### src/rtl/if_fetch_unit_pkg.sv
// Shared fetch-stage constants and state encoding.
// The reset PC and NOP word are also used by the IF/ID register reset.
package if_fetch_unit_pkg;

  localparam int unsigned XLEN = 32;

  localparam logic [XLEN-1:0] IF_RESET_PC  = 32'h0000_3000;
  localparam logic [XLEN-1:0] IF_NOP_INSTR = 32'h0000_0000;

  typedef enum logic {
    FETCH = 1'b0,
    HAVE  = 1'b1
  } fetch_state_t;

endpackage

### src/rtl/if_fetch_unit.sv
// Instruction-fetch stage: owns the PC, handshakes with a variable-latency imem,
// buffers one instruction for IF/ID and applies delay-slot redirects from D.
module if_fetch_unit
  import if_fetch_unit_pkg::*;
#(
  parameter logic [31:0] RESET_PC  = IF_RESET_PC,
  parameter logic [31:0] NOP_INSTR = IF_NOP_INSTR
) (
  input  logic        clk,
  input  logic        reset,
  input  logic        en,
  input  logic        redirect_valid,
  input  logic [31:0] redirect_target,
  output logic        imem_req,
  output logic [31:0] imem_addr,
  input  logic        imem_ready,
  input  logic [31:0] imem_rdata,
  output logic [31:0] F_pc,
  output logic [31:0] F_instr,
  output logic        F_valid
);

  localparam logic [31:0] RESET_PC_AL = {RESET_PC[31:2], 2'b00};

  fetch_state_t state_q, state_d;
  logic [31:0]  pc_q, pc_d;
  logic [31:0]  ibuf_q, ibuf_d;
  logic         pend_valid_q, pend_valid_d;
  logic [31:0]  pend_target_q, pend_target_d;

  logic [31:0]  target_al;
  logic         advance;

  assign target_al = {redirect_target[31:2], 2'b00};
  assign advance   = (state_q == HAVE) && en;

  // State register
  always_ff @(posedge clk) begin
    if (reset) begin
      state_q <= FETCH;
    end else begin
      state_q <= state_d;
    end
  end

  // Datapath registers
  always_ff @(posedge clk) begin
    if (reset) begin
      pc_q          <= RESET_PC_AL;
      ibuf_q        <= NOP_INSTR;
      pend_valid_q  <= 1'b0;
      pend_target_q <= 32'h0;
    end else begin
      pc_q          <= pc_d;
      ibuf_q        <= ibuf_d;
      pend_valid_q  <= pend_valid_d;
      pend_target_q <= pend_target_d;
    end
  end

  // Next state and next-PC selection
  always_comb begin
    state_d       = state_q;
    pc_d          = pc_q;
    ibuf_d        = ibuf_q;
    pend_valid_d  = pend_valid_q;
    pend_target_d = pend_target_q;

    case (state_q)
      FETCH: begin
        if (imem_ready) begin
          ibuf_d  = imem_rdata;
          state_d = HAVE;
        end
      end
      HAVE: begin
        if (en) begin
          state_d      = FETCH;
          pend_valid_d = 1'b0;
          if (redirect_valid) begin
            pc_d = target_al;
          end else if (pend_valid_q) begin
            pc_d = pend_target_q;
          end else begin
            pc_d = pc_q + 32'd4;
          end
        end
      end
      default: state_d = FETCH;
    endcase

    // Redirect not consumed this cycle waits for the next advance; newest wins.
    if (redirect_valid && !advance) begin
      pend_valid_d  = 1'b1;
      pend_target_d = target_al;
    end
  end

  // Output decode
  always_comb begin
    imem_req  = 1'b0;
    imem_addr = pc_q;
    F_pc      = pc_q;
    F_instr   = NOP_INSTR;
    F_valid   = 1'b0;
    case (state_q)
      FETCH: imem_req = 1'b1;
      HAVE: begin
        F_valid = 1'b1;
        F_instr = ibuf_q;
      end
      default: imem_req = 1'b1;
    endcase
  end

endmodule
### config.mk
export PLATFORM = sky130hd
export DESIGN_NAME = if_fetch_unit
export DESIGN_NICKNAME = d
export VERILOG_FILES = /design/src/rtl/if_fetch_unit_pkg.sv /design/src/rtl/if_fetch_unit.sv
export SDC_FILE = /design/constraint.sdc
export NUM_CORES = 1
export LEC_CHECK = 0
export CAP_MARGIN = 25
export CORE_MARGIN = 2
export CORE_UTILIZATION = 40
export CTS_BUF_LIST = sky130_fd_sc_hd__clkbuf_8 sky130_fd_sc_hd__clkbuf_16
export CTS_CLUSTER_SIZE = 14
export DETAILED_ROUTE_END_ITERATION = 8
export MAX_ROUTING_LAYER = met4
export PLACE_DENSITY = 0.71
export SETUP_SLACK_MARGIN = 0.15
export SYNTH_ARGS = -nofsm -noshare
export SYNTH_HDL_FRONTEND = slang
export SYNTH_SLANG_ARGS = --single-unit
export TNS_END_PERCENT = 1
### constraint.sdc
create_clock -name clk -period 2.3 [get_ports clk]
set_input_delay 0.345 -clock clk [delete_from_list [all_inputs] [get_ports clk]]
set_output_delay 0.345 -clock clk [all_outputs]
set_load 0.03 [all_outputs]
==> impl_metrics.tcl <==
set metrics [dict create \
    routed_wl_um 15710 \
    hold_path_depth 2 \
    yosysTopAreaCell "dfxtp_1" \
    ys_ff_latch 94 \
    grt_pass1_wl_um 24760 \
    antenna_found_initial 0 \
    p_switching_mw 1.167 \
    path_class "register to output pin" \
    power_frac_seq_pct 43.2 \
    relSlewSlack_pct 53.01 \
    worst_slew_pin_slew_ns 0.7023 \
    cp_data_arrival_time_ns 1.84 \
    ioPinCount 167 \
    fin_setup_tns_ns 0 \
    clock.fmax_mhz 456.7 \
    grt_max_degree 95 \
    critPathMaxFanout 38 \
    min_period_ns 2.189 \
    layout_commonest_cell "nand2_1" \
    overflow 0 \
    vias 5275 \
    cp_top_family "buffers and inverters" \
    clockBufferDepth 2 \
    wl_met2_um 7212 \
    drv_cap 0 \
    comb_power_share_pct 19.7 \
    switching_share_pct 28.23 \
    reg2reg_slack_ns 0.18 \
    cts_max_level 3 \
    wl_per_cell_um 16.09 \
    insertion_delay_ns 0.35 \
    worstSetupStartpointType "register" \
    drtIter0Drc 375 \
    r2r-start "F_pc[5]" \
    multi_input_area_sq_um 2670 \
    grt_pass1_vias 4926 \
    fin_util_pct 57.25 \
    critPathCaptureType "output pin" \
    hold_violations 0 \
    antenna_cells 0 \
    outcome "finished clean" \
    start_util_pct 41.41 \
    routed.top_layer "met4" \
    ant_nets 0 \
    grtUsageTotal_pct 24.34 \
    clock_sinks 94 \
    syn_area_per_cell_sq_um 7.373 \
    hpwl_um 10980 \
    rows 40 \
    nets 873 \
    worstPathRequired_ns 1.96 \
    finalSetupViolations 0 \
    cp_num_cells 3 \
    numPortBuffers 160 \
    m1WireLength_um 6702 \
    clockRootBuffer "clkbuf_16" \
    cts_buffers 9 \
    reg2reg_depth 6 \
    postCtsSetupRepairBufs 0 \
    cts.reportedPaths.clkPinSlew_ns 0.06 \
    min_from "ibuf_q[18]" \
    ys.flop_type "dfxtp_1" \
    regArea_sq_um 1882 \
    path_buf_inv 2 \
    drt_first_pass_iters 5 \
    synth-edff-count 0 \
    rsz0062_at_grt "yes" \
    fin_crit_sh_pct 95.19 \
    final_cell_mix "176 x nand2_1, 157 x clkdlybuf4s50_1, 94 x dfxtp_1" \
    timing.rr.end "F_pc[28]" \
    area_growth_syn_to_layout_pct 38.26 \
    yosys-top-cells-area "dfxtp_1 37%, nand2_1 13%, a21oi_1 9.0%" \
    yosysUniqueCellTypes 58 \
    slew_viol_final 0 \
    fin_hold_ws_ns 0.4480 \
    drive_gt1_share_pct 7.054 \
    cp_cell_sequence "buf_4 -> and2_1 -> clkdlybuf4s50_1" \
    power-per-cell-area_nw_per_um2 593.5 \
    die_y_um 116.2 \
    routed_via_density 5.405 \
    fill_cells 1169 \
    tritoncts "yes" \
    yosys_warnings 0 \
    hold_class "register to register" \
    synth_top_area_share_pct 37.37 \
    core_sq_um 12160 \
    syn_inst 683 \
    worstHoldEndpoint "ibuf_q[18]" \
    yosysSeqAreaShare_pct 37.37 \
    wl_met3_um 1334 \
    p_int_mw 2.966 \
    place.gp.congestion 0.9198 \
    synth-async-reset-ratio_pct 0 \
    place_inst 960 \
    critPathMaxStageDelay_ns 0.69 \
    chipWidth_um 116.2 \
    final.setup_skew_ns 0.006851 \
    worst_path_max_delay_cell "clkdlybuf4s50_1" \
    die_area_sq_um 13500 \
    drc 0 \
    hold_buffers 0 \
    clockPowerShare_pct 37.1 \
    vdd_drop_max_mv 0.3916 \
    leakage_nw 2.549 \
    syn_area_sq_um 5036 \
    final_cells 976 \
]
## worst max path at each step
stage                        endpoint  slack (ns)           start
after floorplan              F_pc[22]        0.36         F_pc[8]
after global placement       F_pc[18]        0.06  redirect_valid
after detailed placement     F_pc[18]        0.11  redirect_valid
after CTS                 F_instr[23]        0.08         state_q
after global routing      F_instr[30]      0.0003         state_q
final                      F_instr[4]        0.11         state_q
## what timing repair did
action | CTS | global route
resized for setup | 1 | 1
setup endpoints to repair | 32 | 33
pin swaps | 0 | 0
## worst reg2reg max path: cells and delay by family, from the launching register on
kind / cells / cell delay, ns
compound gates: 1 / 0.09
buf+inv: 1 / 0.26
flops: 1 / 0.49
mux: 1 / 0.27
simple gates: 3 / 0.88
## cells in the mapped netlist (all sizes together), types with 6 or more instances
master / n
mux2i: 7
and2: 37
a211oi: 6
o211ai: 8
nor4: 6
nand2: 176
a21oi: 91
dfxtp: 94
buf: 55
and3: 7
nor2: 23
nand3: 15
o21ai: 24
clkbuf: 31
nor3: 18
xnor2: 8
## power groups by stage
stage / Clock [mW] / Sequential, mW / Combinational, mW
final: 1.53 / 1.78 / 0.815
after CTS: 1.57 / 1.78 / 0.816
after floorplan: 0 / 1.85 / 0.437
after global routing: 1.64 / 1.80 / 0.881
after detailed placement: 0 / 1.82 / 0.813
after global placement: 0 / 1.82 / 0.800
## sequential cells by signal, indices dropped and copies added, names as in the netlist
register,count
state_q,1
F_pc,30
ibuf_q,32
pend_valid_q,1
pend_target_q,30
## through the flow
| stage | setup slack, ns | area (sq um) | power, mW |
|---|---|---|---|
| 2_1_floorplan | 0.3642 | 5047 | 2.289 |
| 3_3_place_gp | 0.05506 | 6659 | 2.615 |
| 3_5_place_dp | 0.1056 | 6659 | 2.634 |
| 4_1_cts | 0.08007 | 6960 | 4.169 |
| 5_1_grt | 0.0002578 | 6963 | 4.322 |
| 6_report | 0.1106 | 6963 | 4.133 |
## kinds of logic (layout without fill, tap and decap cells)
family / after synthesis / in the layout / share of synthesized area, %
other cells: 1 / 4 / 0.07446
flops: 94 / 94 / 37.37
compound gates: 173 / 173 / 20.84
xor+xnor: 8 / 8 / 1.391
mux: 8 / 8 / 1.615
fa+ha+maj: 1 / 1 / 0.2484
simple gates: 306 / 306 / 28.52
buf+inv: 92 / 214 / 9.938
## per-layer routing
layer | vias up | global-route usage (%)
met5 | - | -
met4 | 0 | 12.86
met3 | 42 | 5.605
met2 | 250 | 37.58
met1 | 2437 | 29.66
li1 | 2546 | -
## cell type report
type	count	area share (%)
multi-input cells	500	38.35
flip-flops and latches	94	27.03
repair buffers	192	26.94
clock buffers	11	3.630
well taps	168	3.019
clock inverters	5	0.7188
inverters	6	0.3235
Note: power is estimated with default switching activity, not from simulation.
